--- config.mk ---
export PLATFORM = sky130hd
export DESIGN_NAME = qblock_sprite_ctrl
export DESIGN_NICKNAME = d
export VERILOG_FILES = /design/src/rtl/qblock_sprite_ctrl.sv
export SDC_FILE = /design/constraint.sdc
export NUM_CORES = 1
export LEC_CHECK = 0
export BUFFER_PORTS_ARGS = -buffer_cell sky130_fd_sc_hd__buf_4
export CAP_MARGIN = 20
export CORE_ASPECT_RATIO = 0.8
export CORE_UTILIZATION = 50
export DETAILED_ROUTE_END_ITERATION = 10
export PLACE_DENSITY_LB_ADDON = 0.15
export SYNTH_ARGS = -nofsm -noshare
export SYNTH_HDL_FRONTEND = slang
export SYNTH_SLANG_ARGS = --single-unit
--- constraint.sdc ---
create_clock -name Clk -period 4.7 [get_ports Clk]
set_input_delay 0 -clock Clk [delete_from_list [all_inputs] [get_ports Clk]]
set_output_delay 0 -clock Clk [all_outputs]
set_load 0.005 [all_outputs]
--- src/rtl/qblock_sprite_ctrl.sv ---
`default_nettype none
// ============================================================================
// Module   : qblock_sprite_ctrl
// Purpose  : Controller for one question block on the VGA playfield. It tracks
//            the block's hit/bump life cycle and converts the current scan
//            position into a 9-bit address for the question-block sprite
//            ROMs (full or empty image).
// Revision : 1.0 - initial release
// ----------------------------------------------------------------------------
// Ports
//   Clk          in   1   pixel-domain clock
//   Reset        in   1   asynchronous, active-high reset
//   frame_start  in   1   one-cycle pulse once per frame (vsync)
//   hit          in   1   one-cycle pulse: Mario's head struck the underside
//   DrawX        in  10   current scan column
//   DrawY        in  10   current scan row
//   read_address out  9   sprite ROM address (registered)
//   in_block     out  1   current pixel is inside the sprite (registered)
//   use_empty    out  1   1 = qblock_empty ROM, 0 = full qblock ROM
//   coin_pulse   out  1   one-cycle pulse when a hit is accepted
//   bump_offset  out  4   current upward displacement in pixels
// ============================================================================
module qblock_sprite_ctrl #(
    parameter logic [9:0] X_POS       = 10'd200,
    parameter logic [9:0] Y_POS       = 10'd160,
    parameter int         SIZE        = 20,
    parameter int         BUMP_HEIGHT = 6
) (
    input  logic       Clk,
    input  logic       Reset,
    input  logic       frame_start,
    input  logic       hit,
    input  logic [9:0] DrawX,
    input  logic [9:0] DrawY,
    output logic [8:0] read_address,
    output logic       in_block,
    output logic       use_empty,
    output logic       coin_pulse,
    output logic [3:0] bump_offset
);

    // ------------------------------------------------------------------------
    // Constants
    // ------------------------------------------------------------------------
    localparam logic [1:0] c_ST_FULL      = 2'd0;
    localparam logic [1:0] c_ST_BUMP_UP   = 2'd1;
    localparam logic [1:0] c_ST_BUMP_DOWN = 2'd2;
    localparam logic [1:0] c_ST_EMPTY     = 2'd3;

    localparam logic [9:0] c_SIZE      = 10'(SIZE);
    localparam logic [9:0] c_SIZE_M1   = 10'(SIZE - 1);
    localparam logic [9:0] c_X_LAST    = 10'(int'(X_POS) + SIZE - 1);
    localparam logic [3:0] c_BUMP_MAX  = 4'(BUMP_HEIGHT);

    // ------------------------------------------------------------------------
    // Life-cycle state machine
    // ------------------------------------------------------------------------
    logic [1:0] r_state;
    logic [3:0] r_bump;
    logic       r_coin;

    logic [1:0] w_state_nxt;
    logic [3:0] w_bump_nxt;
    logic       w_coin_nxt;
    logic [3:0] w_bump_inc;
    logic [3:0] w_bump_dec;

    assign w_bump_inc = r_bump + 4'd1;
    assign w_bump_dec = r_bump - 4'd1;

    always_ff @(posedge Clk or posedge Reset) begin
        if (Reset) begin
            r_state <= c_ST_FULL;
            r_bump  <= 4'd0;
            r_coin  <= 1'b0;
        end else begin
            r_state <= w_state_nxt;
            r_bump  <= w_bump_nxt;
            r_coin  <= w_coin_nxt;
        end
    end

    always_comb begin
        w_state_nxt = r_state;
        w_bump_nxt  = r_bump;
        w_coin_nxt  = 1'b0;
        case (r_state)
            c_ST_FULL: begin
                // A hit wins over a coincident frame_start: the bump starts
                // at zero and that frame is not counted.
                if (hit) begin
                    w_state_nxt = c_ST_BUMP_UP;
                    w_bump_nxt  = 4'd0;
                    w_coin_nxt  = 1'b1;
                end
            end
            c_ST_BUMP_UP: begin
                if (frame_start) begin
                    w_bump_nxt = w_bump_inc;
                    if (w_bump_inc == c_BUMP_MAX) begin
                        w_state_nxt = c_ST_BUMP_DOWN;
                    end
                end
            end
            c_ST_BUMP_DOWN: begin
                // Offset is always >= 1 here, so the decrement cannot wrap.
                if (frame_start) begin
                    w_bump_nxt = w_bump_dec;
                    if (w_bump_dec == 4'd0) begin
                        w_state_nxt = c_ST_EMPTY;
                    end
                end
            end
            default: begin
                // Empty block is terminal; only Reset leaves it.
                w_state_nxt = c_ST_EMPTY;
            end
        endcase
    end

    assign use_empty   = (r_state != c_ST_FULL);
    assign coin_pulse  = r_coin;
    assign bump_offset = r_bump;

    // ------------------------------------------------------------------------
    // Sprite address generation
    // The block is drawn raised by the current bump offset, so its top edge
    // moves up. Y_POS >= BUMP_HEIGHT guarantees no underflow.
    // ------------------------------------------------------------------------
    logic [9:0] w_top;
    logic [9:0] w_bottom;
    logic [9:0] w_dx;
    logic [9:0] w_dy;
    logic       w_in_x;
    logic       w_in_y;
    logic       w_in_block;
    logic [8:0] w_addr;

    logic [8:0] r_read_address;
    logic       r_in_block;

    assign w_top    = Y_POS - {6'd0, r_bump};
    assign w_bottom = w_top + c_SIZE_M1;
    assign w_in_x   = (DrawX >= X_POS) && (DrawX <= c_X_LAST);
    assign w_in_y   = (DrawY >= w_top) && (DrawY <= w_bottom);
    assign w_in_block = w_in_x && w_in_y;

    assign w_dx   = DrawX - X_POS;
    assign w_dy   = DrawY - w_top;
    // Inside the rectangle the linear offset is below SIZE*SIZE <= 512, so
    // keeping only the low 9 bits loses nothing.
    assign w_addr = 9'(w_dy * c_SIZE + w_dx);

    always_ff @(posedge Clk or posedge Reset) begin
        if (Reset) begin
            r_read_address <= 9'd0;
            r_in_block     <= 1'b0;
        end else begin
            r_in_block     <= w_in_block;
            r_read_address <= w_in_block ? w_addr : 9'd0;
        end
    end

    assign read_address = r_read_address;
    assign in_block     = r_in_block;

endmodule
`default_nettype wire

; After elaboration in Yosys (flattened, before gate mapping)
; Cells that the tools add are included.
[classes]
add_sub_neg = 7
mux = 13
n_eq_ne = 8
n_lt_le_gt_ge = 4
n_mul = 1
n_reduce_logical = 9
[ops]
columns = cell, n
row1 = $mux 4, 3
row2 = $pmux 4 s3, 1
row3 = $add 9x6->10 const B, 1
row4 = $ge 10x10->1, 1
row5 = $ge 10x8->1 const B, 1
row6 = $le 10x10->1, 1
row7 = $le 10x8->1 const B, 1
row8 = $mul 10x3->7 const B, 1
row9 = $mux 2, 5
row10 = $ne 2x2->1 const B, 5
row11 = $sub 10x10->10, 1
row12 = $add 9x9->9, 1
row13 = $mux 9, 1
row14 = $sub 8x4->9 const A, 1
row15 = $sub 9x8->9 const B, 1
row16 = $pmux 2 s3, 1
row17 = $reduce_and 5->1, 1
row18 = $add 4x1->4 const B, 1
row19 = $eq 4x3->1 const B, 1
row20 = $logic_not 4->1, 1
row21 = $reduce_and 4->1, 1
row22 = $sub 4x1->4 const B, 1
row23 = $logic_and 1x1->1, 3
row24 = $reduce_bool 3->1, 1
row25 = other kinds (5), 6
[totals]
wordCells = 47
in_bits = 24
regBits = 17

; Logic depth before layout (Yosys ltp)
; Gate-level depths: netlist of the first run.
[logic_depth]
depth_word = 6
mapped_depth = 21
ltp_nobuf = 20

; Worst setup path after synthesis of the first run
; Ideal clock, no wire load.
[synth_timing]
kind = register to register
start = register r_bump[0] (netlist: bump_offset[0])
end = register r_read_address[8] (netlist: read_address[8])
setup_ns = 0.119
slack_ns = 0.132
path_buffers = 1
stages_incl_launch_ff = 22
arrival_ns = 4.449
cell_sequence = dfrtp_1 -> buf_6 -> inv_1 -> ha_1 -> inv_1 -> ha_1 -> inv_1 -> o21bai_1 -> maj3_1 -> maj3_1 -> a21oi_1 -> xnor2_1 -> ha_1 -> ha_1 -> xor2_1 -> ha_1 -> ha_1 -> a21oi_1 -> o21ai_0 -> xnor2_2 -> xnor2_1 -> and2_1
[synth_via]
elab_chain_cells = 6
[synth_rtl]
columns = element, line
row1 = from (decl), 59  ; logic [3:0] r_bump;
row2 = from (signal assigned), 78  ; r_bump <= w_bump_nxt;
row3 = $sub 8x4->9 (*), 142  ; assign w_top = Y_POS - {6'd0, r_bump};
row4 = "parallel branches: the longest is 4 deep, another holds $sub 10x10->10", -
row5 = $mux 9 (*), 160  ; r_read_address <= w_in_block ? w_addr : 9'd0;
row6 = to (signal assigned), 160
row7 = to (decl), 139  ; logic [8:0] r_read_address;
; Every way passes the cells marked *.
; A chain may end at the register's enable or synchronous reset.

; Worst setup path after layout of the first run
; Ends and elaborated chain as after synthesis.

==> flow_summary.toml, run 1 <==
[power]
p_sw_frac = 0.386
switching_power_uw = 279
pwr-share-comb = 0.644
peakVddDrop_mv = 0.172
pwr-share-seq = 0.210
intPower_uw = 444
power_leakage_uw = 0.00118
power_density_nw_per_um2 = 306
power.clock.fraction = 0.146
p_total_uw = 723

[placed_design]
gp_congestion = 0.827
placement.io_buffers = 39
dp_hpwl_um = 3460

[cts]
cts.sinks = 17
clkTransAtPathRegs_ns = 0.06
postCtsSetupRepairBufs = 0
cts_tree = "built"
numCtsBuffers = 3
clockRootBuffer = "clkbuf_8"
cts_buffer_depth = 2
clk_latency_ns = 0.24
htreeDepth = 1

[yosys]
synthesis.nets = 268
synth-seq-area-share = 0.218
syn_avg_cell_area_um2 = 9.56
ys_ff_latch = 17
synth_cell_types = 46
async_flop_share = 1.00
dominantRegCellSynth = "dfrtp_1"
yosysWarnings = 0
synth_edf_count = 0
synth_area_um2 = 1950
synth_cells = 204

[sta]
maxSlewViolCount = 0
setup_viol = 0
relSlewSlack = 0.574
max_freq_ghz = 0.222
timing.final.crit_share = 0.958
fin_worst_skew_ns = 0.000826
period_needed_ns = 4.50
worst_slew_pin_slew_ns = 0.639
hold_viol_final = 0

[detailed_routing]
wl_per_cell_um = 14.3
drc_errors = 0
dr.pass1.iters = 4
drt_iter0_markers = 66
vias = 1555
post_drt_via_cell_ratio = 5.36
postRouteWirelength_um = 4130
antenna_left = 0

[die]
core_area_um2 = 3570
initial_core_util = 0.547
boundaryPins = 40
rows = 19
die_h_um = 57.9
die_w_um = 71.8
die-area_um2 = 4160

[cells_and_area]
area_delta_synth_final_pct = 21.1
diodes = 0
fin_util = 0.662
multi_input_area_um2 = 1370
layout-drive-gt1-share = 0.246
nFillCells = 309
finalNetCount = 313
seq_area_um2 = 425

[critical_path]
critPathMostFrequentCell = "ha_1"
critPathCaptureType = "flip-flop"
worstReg2RegStart = "bump_offset[0]"
cp_slowest_stage_delay_ns = 0.40
cp.arrival_ns = 4.64
startpoint_type = "flip-flop"
crit_path_top_delay_cell = "maj3_1"
path_cells = "inv_1 -> ha_1 -> inv_1 -> ha_1 -> inv_1 -> o21bai_1 -> maj3_1 -> maj3_1 -> a21oi_2 -> xnor2_1 -> ha_1 -> ha_1 -> xor2_1 -> ha_1 -> ha_1 -> a21oi_1 -> o21ai_1 -> xnor2_2 -> xnor2_1 -> and2_1"
worstPathRequired_ns = 4.84
worst-setup-path-type = "flip-flop to flip-flop"
crit_path_start = "bump_offset[0]"
crit_fanout = 4
reg2reg_depth = 20

[global_route]
grt_use_total = 0.217
grt_max_degree = 18
grt_pass1_wl_um = 6970
grt_pass1_vias = 1470
antenna_found_initial = 0
gr-total-overflow = 0

[hold_path]
min_path_cells = 3
min_from = "DrawX[2]"
hp-class = "input port to flip-flop"

[job]
cap_violations = 0

[status]
outcome = "finished, final reports clean"
-- cell type report --
cell class | instances | area share
multi-input cells | 152 | 0.582
well taps | 42 | 0.0222
inverters | 29 | 0.0461
clock buffers | 3 | 0.0175
repair buffers | 46 | 0.150
clock inverters | 1 | 0.00212
flip-flops and latches | 17 | 0.180
-- path summary, 6_finish.rpt --
path,to,slack (ns)
min in group asynchronous,coin_pulse,0.39
max,read_address[8],0.20
max reg2reg,read_address[8],0.20
min,read_address[2],0.1
max in group asynchronous,bump_offset[0],3.90
min reg2reg,bump_offset[1],0.62
-- layout by cell type, fill, tap and decap left out, types with 6 or more instances in the layout --
master,n
a21oi_1,11
and2_1,7
buf_4,42
dfrtp_1,17
ha_1,37
inv_1,29
nand2_1,9
nor2_1,6
o21ai_0,7
xnor2_1,13
xor2_1,6
-- timing repair --
item,4_1_cts,5_1_grt
endpoints found under the setup margin,0,1
hold buffers,4,0
gates resized for setup,0,2
endpoints found under the hold margin,20,0
-- cells by family (layout without fill, tap and decap cells) --
logic type / Yosys count / after routing / share of synthesized area
adder cells (fa/ha/maj): 45 / 45 / 0.297
AO/OA/AOI/OAI: 44 / 44 / 0.166
AND/OR/NAND/NOR: 38 / 38 / 0.111
buffers and inverters: 35 / 79 / 0.0795
XOR/XNOR: 22 / 22 / 0.114
flip-flops: 17 / 17 / 0.218
multiplexers: 3 / 3 / 0.0154
-- Yosys cell counts, types with 2 or more instances --
master / instances / area share
maj3_2: 2 / 0.012
xnor2_1: 13 / 0.058
nor2_1: 6 / 0.012
a21oi_1: 12 / 0.031
o22ai_1: 4 / 0.013
o21a_1: 4 / 0.015
nor4_1: 3 / 0.0096
dfrtp_1: 17 / 0.22
clkbuf_1: 2 / 0.0039
xor2_1: 6 / 0.027
o2111ai_1: 2 / 0.0090
maj3_1: 2 / 0.010
buf_6: 3 / 0.017
ha_1: 37 / 0.24
mux2i_1: 3 / 0.015
inv_1: 29 / 0.056
o21ai_0: 8 / 0.021
fa_1: 3 / 0.031
a21o_1: 4 / 0.015
nand2_1: 9 / 0.017
nand3_1: 3 / 0.0077
and2_1: 7 / 0.022
nand4_1: 2 / 0.0064
-- per-layer routing --
| layer | GRT usage | wire length [um] | vias to the layer above |
|---|---|---|---|
| met5 | 0 | 0 | - |
| met4 | 0.0420 | 41 | 0 |
| met3 | 0.0174 | 100 | 4 |
| met2 | 0.353 | 1840 | 32 |
| met1 | 0.319 | 2160 | 722 |
| li1 | - | - | 797 |
-- flip-flops by register name (all words and copies together), names as in the netlist --
register,count
r_state,2
in_block,1
read_address,9
coin_pulse,1
bump_offset,4
-- stage by stage --
| step | setup TNS (ns) | instances | cell area, um^2 | setup WS, ns | hold slack (ns) |
|---|---|---|---|---|---|
| floorplan | 0 | 204 | 1950 | 0.132 | -0.0739 |
| global placement | 0 | 282 | 2270 | 0.376 | 0.128 |
| detailed placement | 0 | 282 | 2270 | 0.197 | 0.118 |
| CTS | 0 | 290 | 2360 | 0.187 | 0.0953 |
| global route | -0.00478 | 290 | 2360 | -0.00478 | 0.122 |
| finish | 0 | 290 | 2360 | 0.199 | 0.0991 |
-- critical path, delay by kind of cell (launching register included) --
family / cells / cell delay, ns
DFF: 1 / 0.37
adders and majority gates: 8 / 2.57
and+or+nand+nor: 1 / 0.15
buffers and inverters: 3 / 0.20
AOI/OAI and AO/OA: 4 / 0.54
xor gates and xnor gates: 4 / 0.56
-- power groups by stage --
stage	registers (uW)	logic, uW	clock network [uW]
global placement	154	452	0
finish	152	465	105
detailed placement	154	464	0
floorplan	153	374	0
CTS	152	470	109
global route	152	521	117
Note: power is estimated with default switching activity, not from simulation.
==> inputs of run 2 (changes only) <==
- CORE_ASPECT_RATIO: 0.8 -> default
- CORE_UTILIZATION: 50 -> 52
- CTS_BUF_LIST: default -> sky130_fd_sc_hd__clkbuf_2 sky130_fd_sc_hd__clkbuf_4 sky130_fd_sc_hd__clkbuf_8
==> run 2 against run 1 <==
  * Combinational power is essentially flat
  * Clock power grew 7%
  * Sequential share of layout area shrank 0.057 points
  * Clock skew grew 0.0017 ns
  * Flip-flop and latch count is the same
  * Final cell count grew 1.4%
  * Via count shrank 0.77%
  * Setup slack gained 0.11 ns
  * Wire length shrank 4.4%
  * Sequential power is essentially flat
  * Critical path type unchanged
==> flow_summary.toml, run 2 (synthesis results as in run 1) <==
[status]
outcome = "finished, final reports clean"

[die]
initial_core_util = 0.562
rows = 21
die_h_um = 63.2
die-area_um2 = 4000
boundaryPins = 40
core_area_um2 = 3470
die_w_um = 63.2

[power]
pwr-share-seq = 0.209
power.clock.fraction = 0.154
intPower_uw = 448
power_leakage_uw = 0.00117
power_density_nw_per_um2 = 307
peakVddDrop_mv = 0.329
pwr-share-comb = 0.638
switching_power_uw = 278
p_sw_frac = 0.383

[hold_path]
holdPathEnd = "read_address[2]"
min_from = "DrawX[2]"
hp-class = "input port to flip-flop"
min_path_cells = 3

[detailed_routing]
post_drt_via_cell_ratio = 5.25
drc_errors = 0
antenna_left = 0
dr.pass1.iters = 4
drt_iter0_markers = 95
wl_per_cell_um = 13.4
postRouteWirelength_um = 3950
vias = 1543

[critical_path]
reg2reg_slack_ns = 0.31
cp.arrival_ns = 4.53
crit_fanout = 4
critPathCaptureType = "flip-flop"
worstPathRequired_ns = 4.85
worstReg2RegStart = "bump_offset[1]"
worst-setup-path-type = "flip-flop to flip-flop"
rr_endpoint = "read_address[8]"
startpoint_type = "flip-flop"
reg2reg_depth = 20

[global_route]
grt_pass1_vias = 1494
gr-total-overflow = 0
antenna_found_initial = 0
grt_use_total = 0.217
grt_pass1_wl_um = 6840
grt_max_degree = 18

[sta]
fin_worst_skew_ns = 0.00254
timing.final.crit_share = 0.933
rsz0062_at_grt = "no"
worst_slew_pin_slew_ns = 0.617
totalNegativeSetupSlack_ns = 0
maxSlewViolCount = 0
period_needed_ns = 4.39
relSlewSlack = 0.588
setup_viol = 0
hold_viol_final = 0
max_freq_ghz = 0.228

[cts]
cts_tree = "built"
clk_latency_ns = 0.25
clkTransAtPathRegs_ns = 0.07
numCtsBuffers = 3
htreeDepth = 1
cts_buffer_depth = 2
clockRootBuffer = "clkbuf_8"
cts.sinks = 17
postCtsSetupRepairBufs = 0

[cells_and_area]
layout_commonest_cell = "buf_4"
layout-drive-gt1-share = 0.246
area_delta_synth_final_pct = 21.5
diodes = 0
largest_register_ff_count = 9
final_area_um2 = 2370
layout_common_cells = "buf_4, ha_1, inv_1"
finalNetCount = 313

[job]
cap_violations = 0

[placed_design]
dp_hpwl_um = 3150
gp_congestion = 0.853
placement.io_buffers = 39
dpl_cell_area_um2 = 2280
-- run 2: changes by cell type in the layout (fill, tap and decap cells not counted), sizes merged --
cell,delta
clkinv,-1
clkinvlp,+1
-- run 2: worst max-delay path by stage --
stage                   start         endpoint  depth (start not counted)
2_1_floorplan  bump_offset[0]  read_address[8]                         21
5_1_grt        bump_offset[1]  read_address[8]                         20
3_5_place_dp   bump_offset[1]  read_address[8]                         20
3_3_place_gp   bump_offset[0]  read_address[8]                         20
4_1_cts        bump_offset[0]  read_address[8]                         20
6_report       bump_offset[1]  read_address[8]                         20
-- run 2: metal layers --
metal / GRT usage / routed length (um)
met5: 0 / 0
met4: 0.0511 / 19
met3: 0.0236 / 151
met2: 0.353 / 1770
met1: 0.308 / 2010
-- run 2: critical path, stage by stage, from the launching register on --
cell and delay (ns):
dfrtp_1 0.34, inv_1 0.08, ha_1 0.30, inv_1 0.05, ha_1 0.26, inv_1 0.06, o21bai_1 0.07, maj3_1 0.40
maj3_1 0.38, a21oi_2 0.17, xnor2_1 0.13, ha_1 0.25, ha_1 0.32, xor2_1 0.15, ha_1 0.19, xnor2_1 0.13
xnor2_1 0.19, xnor3_1 0.38, xnor2_2 0.15, xnor2_1 0.12, and2_1 0.15
-- run 2: metrics by stage --
stage | util | total power [uW] | cells | hold slack [ns] | setup WS [ns]
floorplan | - | 528 | 204 | -0.0739 | 0.132
global placement | 0.657 | 605 | 286 | 0.110 | 0.373
detailed placement | 0.657 | 614 | 286 | 0.116 | 0.265
CTS | 0.682 | 730 | 294 | 0.0917 | 0.240
global route | 0.683 | 798 | 294 | 0.112 | 0.0322
finish | 0.683 | 727 | 294 | 0.0882 | 0.314
-- run 2: layout make-up --
cell class | count | area, um^2
clock buffer | 3 | 41.3
clock inverter | 1 | 7.51
fill | 309 | 1100
inverter | 29 | 109
multi-input combinational | 152 | 1370
sequential | 17 | 425
tap | 46 | 57.6
timing repair buffer | 46 | 355
-- run 2: power by group through the flow --
stage               Sequential [uW]  Clock, uW  Combinational (uW)
global route                    152        121                 525
floorplan                       153          0                 374
global placement                154          0                 450
detailed placement              154          0                 459
CTS                             152        113                 464
finish                          152        112                 463
-- run 2: what timing repair did --
action / CTS / global route
hold endpoints to repair: 20 / 0
hold buffers: 4 / 0
endpoints found under the setup margin: 0 / 1
gates resized for setup: 0 / 2
